`config.mk`:
```
export PLATFORM = sky130hd
export DESIGN_NAME = dram_slot_arb
export DESIGN_NICKNAME = d
export VERILOG_FILES = /design/src/rtl/dram_arb_pkg.sv /design/src/rtl/dram_refresh_timer.sv /design/src/rtl/dram_slot_arb.sv
export SDC_FILE = /design/constraint.sdc
export NUM_CORES = 1
export LEC_CHECK = 0
export CAP_MARGIN = 10
export CORE_MARGIN = 1
export CORE_UTILIZATION = 40
export CTS_BUF_LIST = sky130_fd_sc_hd__clkbuf_4 sky130_fd_sc_hd__clkbuf_8
export CTS_CLUSTER_SIZE = 10
export DETAILED_ROUTE_END_ITERATION = 6
export PLACE_DENSITY = 0.84
export SYNTH_ARGS = -nofsm -noshare
export SYNTH_HDL_FRONTEND = slang
export SYNTH_SLANG_ARGS = --single-unit
```
`constraint.sdc`:
```
create_clock -name clk -period 2.1 [get_ports clk]
set_input_delay 0.42 -clock clk [delete_from_list [all_inputs] [get_ports clk]]
set_output_delay 0.42 -clock clk [all_outputs]
set_load 0.02 [all_outputs]
```
`src/rtl/dram_arb_pkg.sv`:
```
`default_nettype none
// ============================================================================
//  Module  : dram_arb_pkg
//  Purpose : Shared definitions for the fixed-slot DRAM arbiter: owner
//            encoding, video density codes, slot geometry, bus widths and
//            the video "due" decision used at every slot boundary.
//  Ports   : none (package)
//  Revision: 1.0  initial release
// ============================================================================
package dram_arb_pkg;

  // Slot owner, registered at the end of every slot for the next one.
  typedef enum logic [1:0] {
    OWN_IDLE = 2'd0,
    OWN_VID  = 2'd1,
    OWN_REF  = 2'd2,
    OWN_CPU  = 2'd3
  } owner_t;

  // Video density: how many slots of the fetch window go to video.
  localparam logic [1:0] VDENS_NONE = 2'b00;  // never
  localparam logic [1:0] VDENS_Q    = 2'b01;  // one slot in 4
  localparam logic [1:0] VDENS_H    = 2'b10;  // one slot in 2
  localparam logic [1:0] VDENS_F    = 2'b11;  // every slot

  // Slot geometry.
  localparam int SLOT_LEN = 4;
  localparam int PHASE_W  = $clog2(SLOT_LEN);
  localparam logic [PHASE_W-1:0] PHASE_FIRST = '0;
  localparam logic [PHASE_W-1:0] PHASE_LAST  = PHASE_W'(SLOT_LEN - 1);

  // Bus widths.
  localparam int ADDR_W = 21;
  localparam int DATA_W = 16;
  localparam int BSEL_W = 2;

  // Video is due in a slot when the window is open and the slot index
  // within the 4-slot video cycle matches the selected density.
  function automatic logic video_due(input logic       win,
                                     input logic [1:0] dens,
                                     input logic [1:0] slot);
    logic due;
    due = 1'b0;
    case (dens)
      VDENS_F:    due = 1'b1;
      VDENS_H:    due = ~slot[0];
      VDENS_Q:    due = (slot == 2'b00);
      VDENS_NONE: due = 1'b0;
    endcase
    return win & due;
  endfunction

endpackage
`default_nettype wire

```
`src/rtl/dram_refresh_timer.sv`:
```
`default_nettype none
// ============================================================================
//  Module  : dram_refresh_timer
//  Purpose : Free-running refresh interval counter with a single pending
//            refresh request flag.
//  Ports   : clk       in   clock
//            rst       in   synchronous active-high reset
//            ref_ack   in   refresh slot granted this clock, clears request
//            ref_pend  out  refresh request pending
//  Params  : REF_INTERVAL  clocks between refresh requests (8..4095)
//  Revision: 1.0  initial release
// ============================================================================
module dram_refresh_timer #(
  parameter int REF_INTERVAL = 440
) (
  input  logic clk,
  input  logic rst,
  input  logic ref_ack,
  output logic ref_pend
);

  localparam int CTR_W = 12;
  localparam logic [CTR_W-1:0] CTR_LAST = CTR_W'(REF_INTERVAL - 1);

  logic [CTR_W-1:0] refctr;
  logic             expire;

  assign expire = (refctr == CTR_LAST);

  always_ff @(posedge clk) begin
    if (rst) begin
      refctr   <= '0;
      ref_pend <= 1'b0;
    end else begin
      refctr <= expire ? '0 : refctr + 1'b1;
      // A fresh expiry outranks a simultaneous grant: that grant served the
      // previous interval, so the new interval still needs its own refresh.
      // A second expiry while already pending is simply absorbed.
      if (expire)
        ref_pend <= 1'b1;
      else if (ref_ack)
        ref_pend <= 1'b0;
    end
  end

endmodule
`default_nettype wire

```
`src/rtl/dram_slot_arb.sv`:
```
`default_nettype none
// ============================================================================
//  Module  : dram_slot_arb
//  Purpose : Fixed 4-clock slot DRAM arbiter between video fetch, refresh
//            and CPU (priority video > refresh > CPU > idle). The owner of
//            the next slot is decided in the last clock of the current one.
//  Ports   : clk, rst                      clock, sync active-high reset
//            vfetch_win, vdens, video_addr video fetch window/density/address
//            video_next, video_strobe      video address taken / data valid
//            cpu_req, cpu_rnw, cpu_addr,
//            cpu_wrdata, cpu_bsel          CPU request and payload
//            cpu_next, cpu_strobe          CPU accepted / read data valid
//            dram_req, dram_rnw, dram_addr,
//            dram_wrdata, dram_bsel        access slot to the DRAM controller
//            dram_refresh                  refresh slot to the DRAM controller
//  Params  : REF_INTERVAL  clocks between refresh requests (8..4095)
//  Revision: 1.0  initial release
// ============================================================================
module dram_slot_arb
  import dram_arb_pkg::*;
#(
  parameter int REF_INTERVAL = 440
) (
  input  logic              clk,
  input  logic              rst,
  // video fetch side
  input  logic              vfetch_win,
  input  logic [1:0]        vdens,
  input  logic [ADDR_W-1:0] video_addr,
  output logic              video_next,
  output logic              video_strobe,
  // CPU side
  input  logic              cpu_req,
  input  logic              cpu_rnw,
  input  logic [ADDR_W-1:0] cpu_addr,
  input  logic [DATA_W-1:0] cpu_wrdata,
  input  logic [BSEL_W-1:0] cpu_bsel,
  output logic              cpu_next,
  output logic              cpu_strobe,
  // DRAM controller side
  output logic              dram_req,
  output logic              dram_rnw,
  output logic [ADDR_W-1:0] dram_addr,
  output logic [DATA_W-1:0] dram_wrdata,
  output logic [BSEL_W-1:0] dram_bsel,
  output logic              dram_refresh
);

  logic [PHASE_W-1:0] phase;
  logic               slot_end;
  owner_t             owner;
  owner_t             owner_nxt;

  logic [1:0]         vslot;
  logic [1:0]         vslot_eff;
  logic               win_prev;
  logic               win_rise;
  logic               vid_due;

  logic               ref_pend;
  logic               ref_ack;

  // --------------------------------------------------------------------------
  // Refresh request source
  // --------------------------------------------------------------------------
  dram_refresh_timer #(
    .REF_INTERVAL (REF_INTERVAL)
  ) u_refresh_timer (
    .clk      (clk),
    .rst      (rst),
    .ref_ack  (ref_ack),
    .ref_pend (ref_pend)
  );

  // --------------------------------------------------------------------------
  // Slot phase and video slot counter
  // --------------------------------------------------------------------------
  assign slot_end = (phase == PHASE_LAST);

  // The first decision of a new window starts the video cycle at slot 0 so
  // that the opening slot of every line is always fetched.
  assign win_rise  = vfetch_win & ~win_prev;
  assign vslot_eff = win_rise ? 2'b00 : vslot;
  assign vid_due   = video_due(vfetch_win, vdens, vslot_eff);

  always_ff @(posedge clk) begin
    if (rst) begin
      phase    <= PHASE_FIRST;
      vslot    <= 2'b00;
      win_prev <= 1'b0;
    end else begin
      phase <= phase + 1'b1;
      if (slot_end) begin
        win_prev <= vfetch_win;
        if (vfetch_win)
          vslot <= vslot_eff + 2'd1;
      end
    end
  end

  // --------------------------------------------------------------------------
  // Owner FSM: state register
  // --------------------------------------------------------------------------
  always_ff @(posedge clk) begin
    if (rst)
      owner <= OWN_IDLE;
    else
      owner <= owner_nxt;
  end

  // --------------------------------------------------------------------------
  // Owner FSM: next-state logic (only changes at the slot boundary, so a
  // granted slot always runs to completion)
  // --------------------------------------------------------------------------
  always_comb begin
    owner_nxt = owner;
    if (slot_end) begin
      if (vid_due)
        owner_nxt = OWN_VID;
      else if (ref_pend)
        owner_nxt = OWN_REF;
      else if (cpu_req)
        owner_nxt = OWN_CPU;
      else
        owner_nxt = OWN_IDLE;
    end
  end

  assign ref_ack = slot_end & (owner_nxt == OWN_REF);

  // --------------------------------------------------------------------------
  // Access payload, captured at the decision and held for the whole slot.
  // Refresh and idle slots keep the previous payload on the bus.
  // --------------------------------------------------------------------------
  always_ff @(posedge clk) begin
    if (rst) begin
      dram_rnw    <= 1'b0;
      dram_addr   <= '0;
      dram_wrdata <= '0;
      dram_bsel   <= '0;
    end else if (slot_end) begin
      case (owner_nxt)
        OWN_VID: begin
          dram_rnw  <= 1'b1;
          dram_addr <= video_addr;
          dram_bsel <= 2'b11;
        end
        OWN_CPU: begin
          dram_rnw    <= cpu_rnw;
          dram_addr   <= cpu_addr;
          dram_wrdata <= cpu_wrdata;
          dram_bsel   <= cpu_bsel;
        end
        default: ;
      endcase
    end
  end

  // --------------------------------------------------------------------------
  // Owner FSM: output logic. Everything is decoded from registered state,
  // so a reset clears all strobes on the following clock.
  // --------------------------------------------------------------------------
  always_comb begin
    dram_req     = 1'b0;
    dram_refresh = 1'b0;
    video_next   = 1'b0;
    video_strobe = 1'b0;
    cpu_next     = 1'b0;
    cpu_strobe   = 1'b0;
    case (owner)
      OWN_VID: begin
        dram_req     = 1'b1;
        video_next   = (phase == PHASE_FIRST);
        video_strobe = slot_end;
      end
      OWN_CPU: begin
        dram_req   = 1'b1;
        cpu_next   = (phase == PHASE_FIRST);
        cpu_strobe = slot_end & dram_rnw;
      end
      OWN_REF: begin
        dram_refresh = 1'b1;
      end
      default: ;
    endcase
  end

endmodule
`default_nettype wire

```
== After elaboration in Yosys (flattened, before gate mapping) ==
Cells that the tools add are included.

* Multiplexer cells: 17
* Equality and inequality tests: 11
* Reductions and logical operators: 10
* $add $sub $neg: 3
* Bitwise gates (word level): 6

{| class="wikitable"
|+ Operators with widths
! kind !! number
|-
| $pmux 21 s2 || 1
|-
| $eq 2x2->1 const B || 7
|-
| $add 12x1->12 const B || 1
|-
| $eq 12x9->1 const B || 1
|-
| $mux 2 || 5
|-
| $mux 1 || 8
|-
| $eq 2x1->1 const B || 3
|-
| $logic_not 2->1 || 3
|-
| $reduce_and 2->1 || 3
|-
| $add 2x1->2 const B || 2
|-
| $and 1x1->1 || 4
|-
| $pmux 1 s4 || 1
|-
| $pmux 2 s2 || 1
|-
| $reduce_bool 2->1 || 2
|-
| $reduce_or 2->1 || 2
|-
| $not 1->1 || 2
|-
| $pmux 1 s2 || 1
|}

* Register bits after elaboration: 60
* Word-level logic and storage cells: 57
* Output and inout bits: 46
* Bits of input ports: 67

== Longest topological paths before layout ==
Gate-level depths: netlist (run 1).

* Depth in word-level cells: 12
* Depth in mapped cells: 8
* Gate-level depth less buffers: 7

== By module ==
From an unflattened synthesis (run 1), not the netlist that was laid out.

* Cell total of the unflattened synthesis: 321
* Area total of the unflattened synthesis: 2889.0 um^2

{| class="wikitable"
|+ Modules (own cells, without submodules)
! module !! seq. area each (um^2) !! area each (um^2) !! cells each !! instances
|-
| dram_slot_arb || 940.9 || 2309.7 || 259 || 1
|-
| dram_refresh_timer || 260.2 || 579.3 || 62 || 1
|}

== Least setup slack after synthesis (run 1) ==
No wires, ideal clock.

* Path kind: input -> register
* Start: input port vfetch_win
* End: register dram_addr[10]
* Arrival time: 1.735 ns
* Library setup time: 0.119 ns
* Required time: 1.981 ns
* Stages on the path: 8
* Path slack: 0.247 ns
* Buffers on the path: 1
* Cell sequence: nand2b_1 nand2_1 ha_1 o211ai_1 o21ai_0 o21a_1 buf_2 o221a_2

* Longest elaborated chain between the ends: 10
* Elaborated cells between the ends (all ways): 13
* Classes of those cells: 2 x eq/ne; 5 x mux; 3 x bitwise; 3 x reduce/logical

{| class="wikitable"
|+ RTL lines
! item !! RTL line !! source
|-
| start, declared || dram_slot_arb.sv:27 || <nowiki>input logic vfetch_win,</nowiki>
|-
| $and 1x1->1 || dram_slot_arb.sv:82 || <nowiki>assign win_rise = vfetch_win & ~win_prev;</nowiki>
|-
| $mux 2 || dram_slot_arb.sv:83 || <nowiki>assign vslot_eff = win_rise ? 2'b00 : vslot;</nowiki>
|-
| $logic_not 2->1 or $not 1->1 (tied branches) || dram_arb_pkg.sv:47, dram_arb_pkg.sv:46 ||
|-
| $pmux 1 s4 || dram_arb_pkg.sv:44 || <nowiki>case (dens)</nowiki>
|-
| $and 1x1->1 (*) || dram_arb_pkg.sv:50 || <nowiki>return win & due;</nowiki>
|-
| $mux 2 (*) || dram_slot_arb.sv:118 || <nowiki>if (vid_due)</nowiki>
|-
| $mux 2 (*) || dram_slot_arb.sv:117 || <nowiki>if (slot_end) begin</nowiki>
|-
| $eq 2x2->1 or $eq 2x1->1 (tied branches) || dram_slot_arb.sv:142 || <nowiki>case (owner_nxt)</nowiki>
|-
| $reduce_bool 2->1 (no source line) || n/a ||
|-
| $reduce_and 2->1 (no source line) || n/a ||
|-
| end signal, assigned || dram_slot_arb.sv:145 || <nowiki>dram_addr <= video_addr;</nowiki>
|-
| end signal, assigned || dram_slot_arb.sv:150 || <nowiki>dram_addr <= cpu_addr;</nowiki>
|-
| end, declared || dram_slot_arb.sv:43 || <nowiki>output logic [ADDR_W-1:0] dram_addr,</nowiki>
|}

Every way passes the cells marked *; elsewhere a longest branch is shown, timed or not.
A chain may end at the register's enable or synchronous reset.

== Worst setup path in the final report (run 1) ==
* Start: register win_prev
* End: register dram_addr[5]

* Longest elaborated chain between the ends: 11
* Elaborated cells between the ends (all ways): 14
* Classes of those cells: 2 x eq/ne; 5 x mux; 4 x bitwise; 3 x reduce/logical

{| class="wikitable"
|+ RTL lines
! item !! RTL line !! source
|-
| start, declared || dram_slot_arb.sv:56 || <nowiki>logic win_prev;</nowiki>
|-
| start signal, assigned || dram_slot_arb.sv:94 || <nowiki>win_prev <= vfetch_win;</nowiki>
|-
| $not 1->1 (*) || dram_slot_arb.sv:82 ||
|-
| $and 1x1->1 (*) || dram_slot_arb.sv:82 ||
|-
| $mux 2 (*) || dram_slot_arb.sv:83 ||
|-
| $logic_not 2->1 or $not 1->1 (tied branches) || dram_arb_pkg.sv:47, dram_arb_pkg.sv:46 ||
|-
| $pmux 1 s4 (*) || dram_arb_pkg.sv:44 ||
|-
| $and 1x1->1 (*) || dram_arb_pkg.sv:50 ||
|-
| $mux 2 (*) || dram_slot_arb.sv:118 ||
|-
| $mux 2 (*) || dram_slot_arb.sv:117 ||
|-
| $eq 2x2->1 or $eq 2x1->1 (tied branches) || dram_slot_arb.sv:142 ||
|-
| $reduce_bool 2->1 (no source line) || n/a ||
|-
| $reduce_and 2->1 (no source line) || n/a ||
|}

Marks and branches as above.

==> metrics.txt, run 1 <==
status finished, final reports clean; Syn Inst Count 264; Place WS -0.2836 ns; number of buffers added on ports 112; Crit Path Class flip-flop to flip-flop; power density cells 675.3 mW/mm²; CTS max path bufs 2; FF+latch count, synth 60; Mapped Area 0.002490 mm²; Worst EP required 2.33 ns; CP Capture Type flip-flop; Post-CTS Setup Inserts 0; Simple-Gate Fraction of Synth Area 16.58%; Max IR drop VDD 460.6 µV; drt pass-1 iters 4; P&R area growth vs syn 63.37%; CTS root buffer clkbuf_8; XOR/XNOR Fraction of Synth Area 3.166%; final antenna-violating net count 0; setup violators final 0; Mapped Nets 335; Worst Tran Pin Value 0.4028 ns; GPL Wtd Cong 0.8211; Seq/Total Area, Yosys 48.24%; PnR worst setup slack 0.1326 ns; Syn. warnings 0; worst skew pair latency 0.34 ns; largest net degree at the start of global routing 26; worst hold endpoint phase[0]; row cnt 28; final critical-path share of the clock period 93.68%; final instance area 0.004068 mm²; Reg clk slew, reported paths 0.07 ns; Antenna diodes 0; grt ovf 0; hold depth 1; final number of max-transition violations 0; most frequent cells in the layout clkdlybuf4s50_1, dfxtp_1, nor2_1; initial antenna violation count 0; first-pass GRT wire length 10.47 mm; reg2reg start win_prev; total power draw 2.747 mW; initial core utilization 41.81%; DRT iter0 DRCs 133; Clock H-tree levels 3; cts bufs inserted 9; Fmax 508.3 MHz; leak pwr 1.663 nW; mux cell area share after synthesis 6.432%; CTS Hold Bufs 0; Routed wire per std cell 14.92 µm; DP Area 0.003776 mm²; max_cap viols 0; min Tclk post-route 1.967 ns; skew final 0.006682 ns; GRT Overall Usage 20.84%; Final Hold Fails 0; filler cell count in the final layout 463; share of cells above drive strength 1 16.07%; nets@finish 458; detailed-route vias per instance 5.206; Sink Count 60; Unique masters post-synth 36; Inst Count DP 448; Worst Reg-to-Reg Cells 8; WHS 0.4609 ns; Avg Cell Area, Syn 9.431 µm²; Die H 80.90 µm; Adder-Cell Fraction of Synth Area 2.010%; RSZ-0062 raised after global routing false; DIE AREA 0.006544 mm²; Crit Reg-Reg Endpoint dram_addr[5]; chip width 80.90 µm; Final Non-Filler Cells 467; IO Pins 113; Worst setup SP type flip-flop; commonest non-fill, non-tap cell in the layout clkdlybuf4s50_1; complex-gate fraction of the synthesized area 18.99%; CP arrival 2.20 ns; CTS tree built; Core Area 0.005956 mm²; post-detailed-routing wire length 6.967 mm; half-perimeter wire length after placement 4.896 mm; vias in the first global route 2289; critical-path maximum fanout 6; detailed-route DRC error count 0; via count 2431; largest family of logic cells by synthesized area compound AO/OA/AOI/OAI gates; Worst Hold Class flip-flop to flip-flop; hold path start phase[0]; Max transition margin 73.13%; r2r setup slk 0.13 ns
cells by family (layout without fill, tap and decap cells):
| kind of cell | count (synthesis) | in the layout |
|---|---|---|
| buffers and inverters | 26 | 154 |
| adder cells (fa/ha/maj) | 4 | 4 |
| AO/OA/AOI/OAI | 61 | 61 |
| AND/OR/NAND/NOR | 88 | 88 |
| XOR/XNOR | 9 | 9 |
| multiplexers | 16 | 16 |
| flip-flops | 60 | 60 |
cell type report:
| class | instances | area (µm²) | share of cell area, % |
|---|---|---|---|
| Sequential cell | 60 | 1201 | 29.53 |
| Tap cell | 75 | 93.84 | 2.307 |
| Timing Repair Buffer | 130 | 1321 | 32.48 |
| Clock inverter | 7 | 98.84 | 2.430 |
| Clock buffer | 9 | 123.9 | 3.045 |
| Inverter | 8 | 30.03 | 0.7382 |
| Multi-Input combinational cell | 178 | 1199 | 29.47 |
sequential cells by signal, summed over array words and instances, names as in the netlist:
name                      flops
dram_addr                    21
dram_bsel                     2
dram_rnw                      1
dram_wrdata                  16
owner                         2
phase                         2
u_refresh_timer.ref_pend      1
u_refresh_timer.refctr       12
vslot                         2
win_prev                      1
power breakdown:
part	leakage, nW	total, mW	switching, mW	internal (mW)
Sequential	0.486	1.20	0.0248	1.17
Combinational	1.07	0.381	0.154	0.227
Clock	0.110	1.17	0.491	0.676
Total	1.66	2.75	0.670	2.08
worst max-delay path by stage:
stage | from | endpoint | depth (start not counted)
floorplan | vfetch_win | dram_addr[10] | 8
global placement | vfetch_win | dram_addr[7] | 9
detailed placement | vfetch_win | dram_addr[10] | 9
CTS | vfetch_win | dram_addr[5] | 9
global route | win_prev | dram_wrdata[2] | 9
finish | win_prev | dram_addr[5] | 8
per-layer routing:
metal / track usage [%] / vias up / wire length (µm)
li1: - / 1181 / -
met1: 25.74 / 1138 / 3039
met2: 33.95 / 97 / 3265
met3: 5.730 / 15 / 514
met4: 8.750 / 0 / 148
met5: 0 / - / 0
cell usage after synthesis:
library cell | n | area [µm²]
and3_1 | 1 | 6.260
o21ai_0 | 2 | 10.01
buf_6 | 1 | 11.26
nor3_1 | 3 | 15.01
buf_4 | 1 | 7.510
or3b_1 | 1 | 8.760
or3_1 | 1 | 6.260
clkbuf_1 | 10 | 37.54
nor4_2 | 1 | 12.51
buf_2 | 4 | 20.02
and3b_1 | 2 | 17.52
o221a_2 | 24 | 270.3
nand4_1 | 1 | 6.260
or3b_2 | 1 | 8.760
a21oi_1 | 29 | 145.1
nor4_1 | 1 | 6.260
o2111ai_1 | 1 | 8.760
or2_1 | 1 | 6.260
or4b_1 | 1 | 10.01
buf_1 | 2 | 7.510
mux2i_1 | 16 | 160.2
ha_1 | 4 | 50.05
nand2_1 | 7 | 26.28
xnor2_1 | 8 | 70.07
nand3_1 | 5 | 25.02
nor2b_1 | 4 | 25.02
nor2_1 | 53 | 198.9
xor2_1 | 1 | 8.760
o211ai_1 | 2 | 15.01
dfxtp_1 | 60 | 1201
and2_1 | 1 | 6.260
nand2b_1 | 3 | 18.77
and4_1 | 1 | 8.760
o21a_1 | 2 | 15.01
a311oi_1 | 1 | 8.760
inv_1 | 8 | 30.03
stage by stage:
| step | TNS [ns] | utilization, % |
|---|---|---|
| global route | 0 | 68.30 |
| detailed placement | -10.62 | 63.40 |
| finish | 0 | 68.30 |
| floorplan | 0 | - |
| CTS | 0 | 67.06 |
| global placement | -8.959 | 63.40 |
critical path: stages (launching register included):
cell and delay (ns):
dfxtp_1 0.34, nand2b_1 0.13, nand2_1 0.06, ha_1 0.21, o211ai_1 0.25, buf_4 0.17, o2111ai_4 0.20, clkbuf_16 0.25
o221a_2 0.26
what timing repair did:
item	CTS	global route
pin swaps	0	2
resized for setup	4	4
endpoints found under the setup margin	4	37
gates cloned	0	3
No activity file was read; power rests on OpenSTA's default activity.
==> inputs of run 2 (changes only) <==
- ABC_AREA: default -> 1
- PLACE_DENSITY: 0.84 -> 0.82
==> metrics.txt, run 2 <==
Crit Reg-Reg Endpoint dram_wrdata[10]; CTS root buffer clkbuf_8; largest net degree at the start of global routing 25; half-perimeter wire length after placement 4.983 mm; max_cap viols 0; Unique masters post-synth 26; share of the synthesized area in the top cell type 44.76%; count leader, synth nand2_1; DIE AREA 0.007041 mm²; power density cells 654.4 mW/mm²; Mapped Area 0.002684 mm²; drt pass-1 iters 6; GRT Overall Usage 20.77%; nets@finish 580; Psw 0.6156 mW; hold path start u_refresh_timer.refctr[0]; Final Hold Fails 0; Worst Tran Pin Value 0.4004 ns; CP Capture Type primary output; vias in the first global route 2582; Reg clk slew, reported paths 0.07 ns; status finished, violations left; Clock H-tree levels 3; hold depth 1; Fmax 520.9 MHz; total power draw 2.739 mW; skew final 0.006367 ns; CTS tree built; Max transition margin 73.21%; worst skew pair latency 0.33 ns; worst hold endpoint u_refresh_timer.refctr[0]; Seq pwr share 43.8%; Worst setup SP type flip-flop; grt ovf 0; first-pass GRT wire length 11.65 mm; CP arrival 1.50 ns; cts bufs inserted 9; Worst EP required 1.68 ns; chip width 83.91 µm; reg2reg start win_prev; setup violators final 0; P_int 2.123 mW; ys async rst share 0%; final antenna-violating net count 0; FF+latch count, synth 60; via count 2746; Core Area 0.006422 mm²; Most flops, register dram_addr; Top Registers dram_addr x21, dram_wrdata x16, u_refresh_timer.refctr x12; GPL Wtd Cong 0.8034; failing checks design-rule violations; final number of max-transition violations 0; initial core utilization 41.79%; IO Pins 113; Largest register FFs 21; CTS Hold Bufs 0; initial antenna violation count 0; Crit Path Class flip-flop to primary output; min Tclk post-route 1.920 ns; EDFF count, synth 0; Sink Count 60; Max IR drop VDD 591.3 µV; number of buffers added on ports 112; Clk pwr share 41.9%; Synth area leader dfxtp_1; Worst Reg-to-Reg Cells 12; Syn Inst Count 390; Place WS -0.1493 ns; Mapped Nets 461; Routed wire per std cell 11.36 µm; PnR worst setup slack 0.1803 ns; commonest non-fill, non-tap cell in the layout clkdlybuf4s50_1; leak pwr 1.975 nW; row cnt 29; Post-synth top cells nand2_1, dfxtp_1, nor2_1; P&R area growth vs syn 55.94%; Worst Hold Class flip-flop to flip-flop; detailed-route DRC error count 8; Syn. warnings 0; Seq/Total Area, Yosys 44.76%; final critical-path share of the clock period 91.42%; Synth Flop Type dfxtp_1; Avg Cell Area, Syn 6.882 µm²; post-detailed-routing wire length 6.712 mm; detailed-route vias per instance 4.646; RSZ-0062 raised after global routing false; most frequent cells in the layout clkdlybuf4s50_1, nand2_1, nor2_1, dfxtp_1, inv_1; Sw Share 22.48%; top cells by area, synth dfxtp_1, nand2_1, nor2_1, inv_1, o21ai_0; Comb pwr share 14.2%; DRT iter0 DRCs 147; Die H 83.91 µm; share of cells above drive strength 1 7.588%; r2r setup slk 0.39 ns; Antenna diodes 0; CTS max path bufs 2; critical-path maximum fanout 5
## run 2: changes by cell type after synthesis, moves of 5 or more
cell,change
xnor2_1,-7
clkbuf_1,-5
inv_1,+51
nor2_1,+7
nand2_1,+81
o21ai_0,+39
mux2i_1,-16
o221a_2,-24
## run 2: metal layers
layer	vias up	track usage, %	share of wire (%)
met1	1214	23.78	42
li1	1429	-	-
met5	-	0	0
met4	0	6.270	0.66
met3	7	7.913	7.7
met2	96	35.77	50
## run 2: layout make-up
type / instances / area (µm²)
flip-flops and latches: 60 / 1201
repair buffers: 124 / 1272
clock inverters: 4 / 72.57
multi-input cells: 251 / 1154
fillers: 562 / 2237
well taps: 77 / 96.34
clock buffers: 12 / 152.6
inverters: 63 / 236.5
## run 2: logic make-up (layout without fill, tap and decap cells)
group | count (synthesis) | count (layout) | share of synthesized area (%)
flops | 60 | 60 | 44.76
xor+xnor | 6 | 6 | 1.958
fa+ha+maj | 4 | 4 | 1.865
simple gates | 169 | 169 | 25.55
compound gates | 72 | 72 | 13.61
buf+inv | 79 | 203 | 12.26
## run 2: worst max-delay path by stage
stage	end	startpoint	slack [ns]
floorplan	dram_bsel[1]	vfetch_win	0.50
detailed placement	dram_addr[6]	vfetch_win	-0.15
global placement	dram_bsel[1]	vfetch_win	-0.10
global route	dram_addr[14]	vfetch_win	0.04
finish	video_strobe	phase[0]	0.18
CTS	cpu_next	phase[0]	0.06
## run 2: critical path: stages (launching register included)
cell           delay [ns]
dfxtp_1              0.35
ha_1                 0.22
inv_2                0.08
nor3_1               0.17
dlygate4sd2_1        0.35
## run 2: power groups by stage
stage | Sequential, mW | Clock [mW] | Combinational [mW]
final | 1.20 | 1.15 | 0.389
after global routing | 1.20 | 1.24 | 0.430
after CTS | 1.20 | 1.18 | 0.392
after detailed placement | 1.22 | 0 | 0.391
after global placement | 1.22 | 0 | 0.383
after floorplan | 1.26 | 0 | 0.128
## run 2: metrics by stage
stage | hold slack [ns] | std cells | TNS [ns] | utilization [%] | cell area [µm²]
finish | 0.4426 | 591 | 0 | 65.17 | 4185
global route | 0.4663 | 591 | 0 | 65.17 | 4185
CTS | 0.4431 | 591 | 0 | 65.13 | 4183
detailed placement | 0.4299 | 575 | -4.444 | 61.68 | 3961
global placement | 0.4253 | 575 | -2.898 | 61.68 | 3961
floorplan | 0.4132 | 390 | 0 | - | 2684
## run 2: what timing repair did
| action | in CTS | in global routing |
|---|---|---|
| gates resized for setup | 3 | 1 |
| setup endpoints to repair | 3 | 1 |
| buffers inserted | 0 | 0 |
==> inputs of run 3 (changes only) <==
- CORE_UTILIZATION: 40 -> 32
- PLACE_DENSITY: 0.82 -> 0.69
==> metrics.txt, run 3 (same netlist as run 2, synthesis figures left out) <==
GPL Wtd Cong 0.7618; Worst setup SP type flip-flop; post-layout util 51.70%; CP Capture Type primary output; RSZ-0062 raised after global routing false; Core Area 0.008175 mm²; cts bufs inserted 9; Final Hold Fails 0; DIE AREA 0.008757 mm²; Psw 0.6360 mW; Slowest cell on crit path dfxtp_1; half-perimeter wire length after placement 5.216 mm; CP cell instances ha_1 > inv_2 > nor3_1 > clkdlybuf4s15_1; filler cell count in the final layout 794; Largest register FFs 21; nets@finish 584; total power draw 2.757 mW; final instance area 0.004227 mm²; setup violators final 0; GRT Overall Usage 16.69%; Clock H-tree levels 3; worst skew pair latency 0.33 ns; r2r setup slk 0.45 ns; drt pass-1 iters 4; grt ovf 0; initial antenna violation count 0; vias in the first global route 2609; Worst Reg-to-Reg Cells 15; Seq pwr share 43.6%; DRT iter0 DRCs 67; chip width 93.58 µm; first-pass GRT wire length 11.43 mm; DP Area 0.004001 mm²; via count 2750; power density cells 652.3 mW/mm²; Antenna diodes 0; Top Registers dram_addr x21, dram_wrdata x16, u_refresh_timer.refctr x12; Most flops, register dram_addr; Place WS -0.1179 ns; initial core utilization 32.83%; Routed wire per std cell 11.33 µm; hold depth 1; final antenna-violating net count 0; Comb pwr share 14.1%; critical path's largest stage delay 0.35 ns; leak pwr 1.986 nW; WHS 0.4414 ns; CTS Hold Bufs 0; largest net degree at the start of global routing 43; status finished, final reports clean; Sink Count 60; critical-path maximum fanout 5; Die H 93.58 µm; share of cells above drive strength 1 8.301%; skew final 0.008667 ns; P_int 2.121 mW; most frequent cells in the layout clkdlybuf4s50_1, nand2_1, nor2_1, dfxtp_1, inv_1; CTS tree built; number of buffers added on ports 112; row cnt 33; Worst Tran Pin Value 0.3909 ns; detailed-route DRC error count 0; P&R area growth vs syn 57.48%; commonest non-fill, non-tap cell in the layout clkdlybuf4s50_1; Worst Hold Class flip-flop to flip-flop; FF+latch area 0.001201 mm²; post-detailed-routing wire length 7.058 mm; Crit Path Class flip-flop to primary output; Reg clk slew, reported paths 0.07 ns; Max IR drop VDD 374.5 µV; Worst EP required 1.68 ns; PnR worst setup slack 0.1142 ns; final critical-path share of the clock period 94.56%; CP arrival 1.57 ns; final number of max-transition violations 0; min Tclk post-route 1.986 ns; Max transition margin 73.84%; IO Pins 113; CTS root buffer clkbuf_8; CTS max path bufs 2; area of the multi-input gates 0.001154 mm²; Clk pwr share 42.3%; detailed-route vias per instance 4.414; Fmax 503.6 MHz; max_cap viols 0; Sw Share 23.07%
[run 3: cell count changes in the layout (fill, tap and decap cells not counted)]
cell	before	now
buf_12	5	3
buf_4	7	13
clkdlybuf4s15_1	0	1
dlygate4sd2_1	3	2
[run 3: per-layer routing]
layer  routed length, µm  track usage [%]
met5                   0                0
met1                3112            19.10
met3                 474            6.585
met4                  70            4.359
met2                3401            28.86
[run 3: layout make-up]
class | instances | share of cell area [%]
clock buffers | 12 | 3.612
clock inverters | 4 | 1.717
inverters | 63 | 5.595
multi-input cells | 251 | 27.29
well taps | 105 | 3.108
repair buffers | 128 | 30.25
flip-flops and latches | 60 | 28.42
[run 3: path summary, 6_finish.rpt]
check,endpoint,startpoint
worst max-delay path,video_strobe,phase[0]
worst min-delay path,u_refresh_timer.refctr[0],u_refresh_timer.refctr[0]
worst max register to register,dram_addr[13],win_prev
worst min register to register,u_refresh_timer.refctr[0],u_refresh_timer.refctr[0]
[run 3: critical path: cells and delay by family (launching register included)]
| kind | cells | cell delay (ns) |
|---|---|---|
| buf+inv | 2 | 0.43 |
| fa+ha+maj | 1 | 0.24 |
| simple gates | 1 | 0.22 |
| flops | 1 | 0.35 |
[run 3: metrics by stage]
| stage | cells | setup TNS [ns] |
|---|---|---|
| after floorplan | 390 | 0 |
| after global placement | 607 | -1.150 |
| after detailed placement | 607 | -2.768 |
| after CTS | 623 | 0 |
| after global routing | 623 | 0 |
| final | 623 | 0 |
[run 3: power by group through the flow]
stage / logic, mW / clock network, mW / registers (mW)
2_1_floorplan: 0.128 / 0 / 1.26
3_3_place_gp: 0.384 / 0 / 1.22
3_5_place_dp: 0.391 / 0 / 1.23
4_1_cts: 0.392 / 1.20 / 1.20
5_1_grt: 0.427 / 1.24 / 1.20
6_report: 0.389 / 1.17 / 1.20
[run 3: timing repair]
action | 4_1_cts | 5_1_grt
endpoints found under the setup margin | 3 | 2
pin swaps | 0 | 0
setup buffers | 0 | 0
resized for setup | 3 | 2
==> RTL edit (settings of run 3) <==
Change the package constant `BSEL_W` from 2 to 3.
--- a/src/rtl/dram_arb_pkg.sv
+++ b/src/rtl/dram_arb_pkg.sv
@@ -33,5 +33,5 @@
   localparam int ADDR_W = 21;
   localparam int DATA_W = 16;
-  localparam int BSEL_W = 2;
+  localparam int BSEL_W = 3;
 
   // Video is due in a slot when the window is open and the slot index
Interface: changed (resized cpu_bsel and dram_bsel); port bits go from 113 to 115. No check against the original RTL was run, so the function may have changed too.
==> RTL edit against run 3 <==
  * Via count fell by 0.33%
  * Routed wire length decreased by 2.3%
  * First-iteration DRC count is 22% higher
  * Power is 5.0% higher
  * Cell area rose by 1.8%
  * Sequential cell count increased by 1
  * Area after synthesis is 2.4% higher
  * Worst setup slack better by 0.075 ns
  * Critical endpoint is now dram_addr[1]$_SDFFE_PP0P_
  * Largest cell class unchanged
==> RTL edit: results (changes against run 3) <==
- Cell with the biggest individual delay on the critical path: clkdlybuf4s50_1 (was dfxtp_1)
- Placed cell count: 613 (was 607)
- Sum of net half-perimeters after detailed placement: 5050 µm (was 5220 µm)
- Post-synthesis share of cell area spent on xor and xnor gates: 0.956% (was 1.96%)
- Worst r2r dst: dram_wrdata[5]$_SDFFE_PP0P_ (was dram_addr[13]$_SDFFE_PP0P_)
- First-pass GRT wire length: 11,400 µm (about the same)
- Biggest fanout along the worst timing path: 21 (was 5)
- Arrival time at the worst endpoint: 2.16 ns (was 1.57 ns)
- Number of fillers in the final layout: 784 (was 794)
- List of most frequent post-synthesis cells: 88 x nand2_1, 65 x inv_1, 61 x dfxtp_1 (was 88 x nand2_1, 60 x dfxtp_1, 60 x nor2_1)
- Proportion of synthesized chip area in sequential cells: 44.4% (was 44.8%)
- Fraction of layout cells with a size suffix above 1: 8.03% (was 8.30%)
- Wire length on met2: 3280 µm (was 3400 µm)
- Total wirelength of the detailed-routed design: 6900 µm (was 7060 µm)
- Cts repair resizes: 2 (was 3)
- Status: complete, no violations (unchanged)
- Fraction of the mapped netlist area in adder cells: 1.82% (was 1.86%)
- Detail-routed via count per cell: 4.36 (was 4.41)
- Clock skew: 0.0105 ns (was 0.00867 ns)
- Flop-to-flop setup slack: 0.43 ns (was 0.45 ns)
- Remaining max-slew budget at the tightest pin: 72.6% (was 73.8%)
- Met1 WL: 3130 µm (was 3110 µm)
- Critical path's largest stage delay: 0.52 ns (was 0.35 ns)
- Weighted congestion at the end of routability-driven global placement: 0.771 (was 0.762)
- Routed length on met3: 410 µm (was 474 µm)
- Final min period: 1.91 ns (was 1.99 ns)
- Launch point of the critical path: vfetch_win (was phase[0]$_SDFF_PP0_)
- Worst-case setup slack after placement: -0.164 ns (was -0.118 ns)
- Met1 track demand over resource: 20.0% (was 19.1%)
- Post-synthesis cell type count: 25 (was 26)
- Critical setup path kind: in -> reg (was reg -> out)
- Post-synth net total: 472 (was 461)
- Power share of the clock group: 44.4% (was 42.3%)
- Drt initial violations: 82 (was 67)
- Syn_area_per_cell: 6.87 µm² (was 6.88 µm²)
-- RTL edit: cell count changes in the layout (fill, tap and decap cells not counted), sizes merged, moves of 2 or more --
cell	change
clkdlybuf4s50	+2
buf	-5
nor2	-3
xor2	-3
inv	+5
nand2	+5
a21oi	+3
-- RTL edit: cell type report --
| type | count | area share, % |
|---|---|---|
| Tap cell | 105 | 3.05 |
| Sequential cell | 61 | 28.4 |
| Multi-Input combinational cell | 254 | 27.3 |
| Clock inverter | 4 | 2.21 |
| Inverter | 68 | 5.93 |
| Clock buffer | 11 | 3.52 |
| Timing Repair Buffer | 125 | 29.7 |
-- RTL edit: through the flow --
step	power, W	util, %	cell area (µm²)	hold slack [ns]
after floorplan	0.00141	-	2750	0.413
after global placement	0.00163	49.1	4060	0.426
after detailed placement	0.00164	49.1	4060	0.432
after CTS	0.00293	52.1	4300	0.444
after global routing	0.00303	52.1	4300	0.465
final	0.00289	52.1	4300	0.440
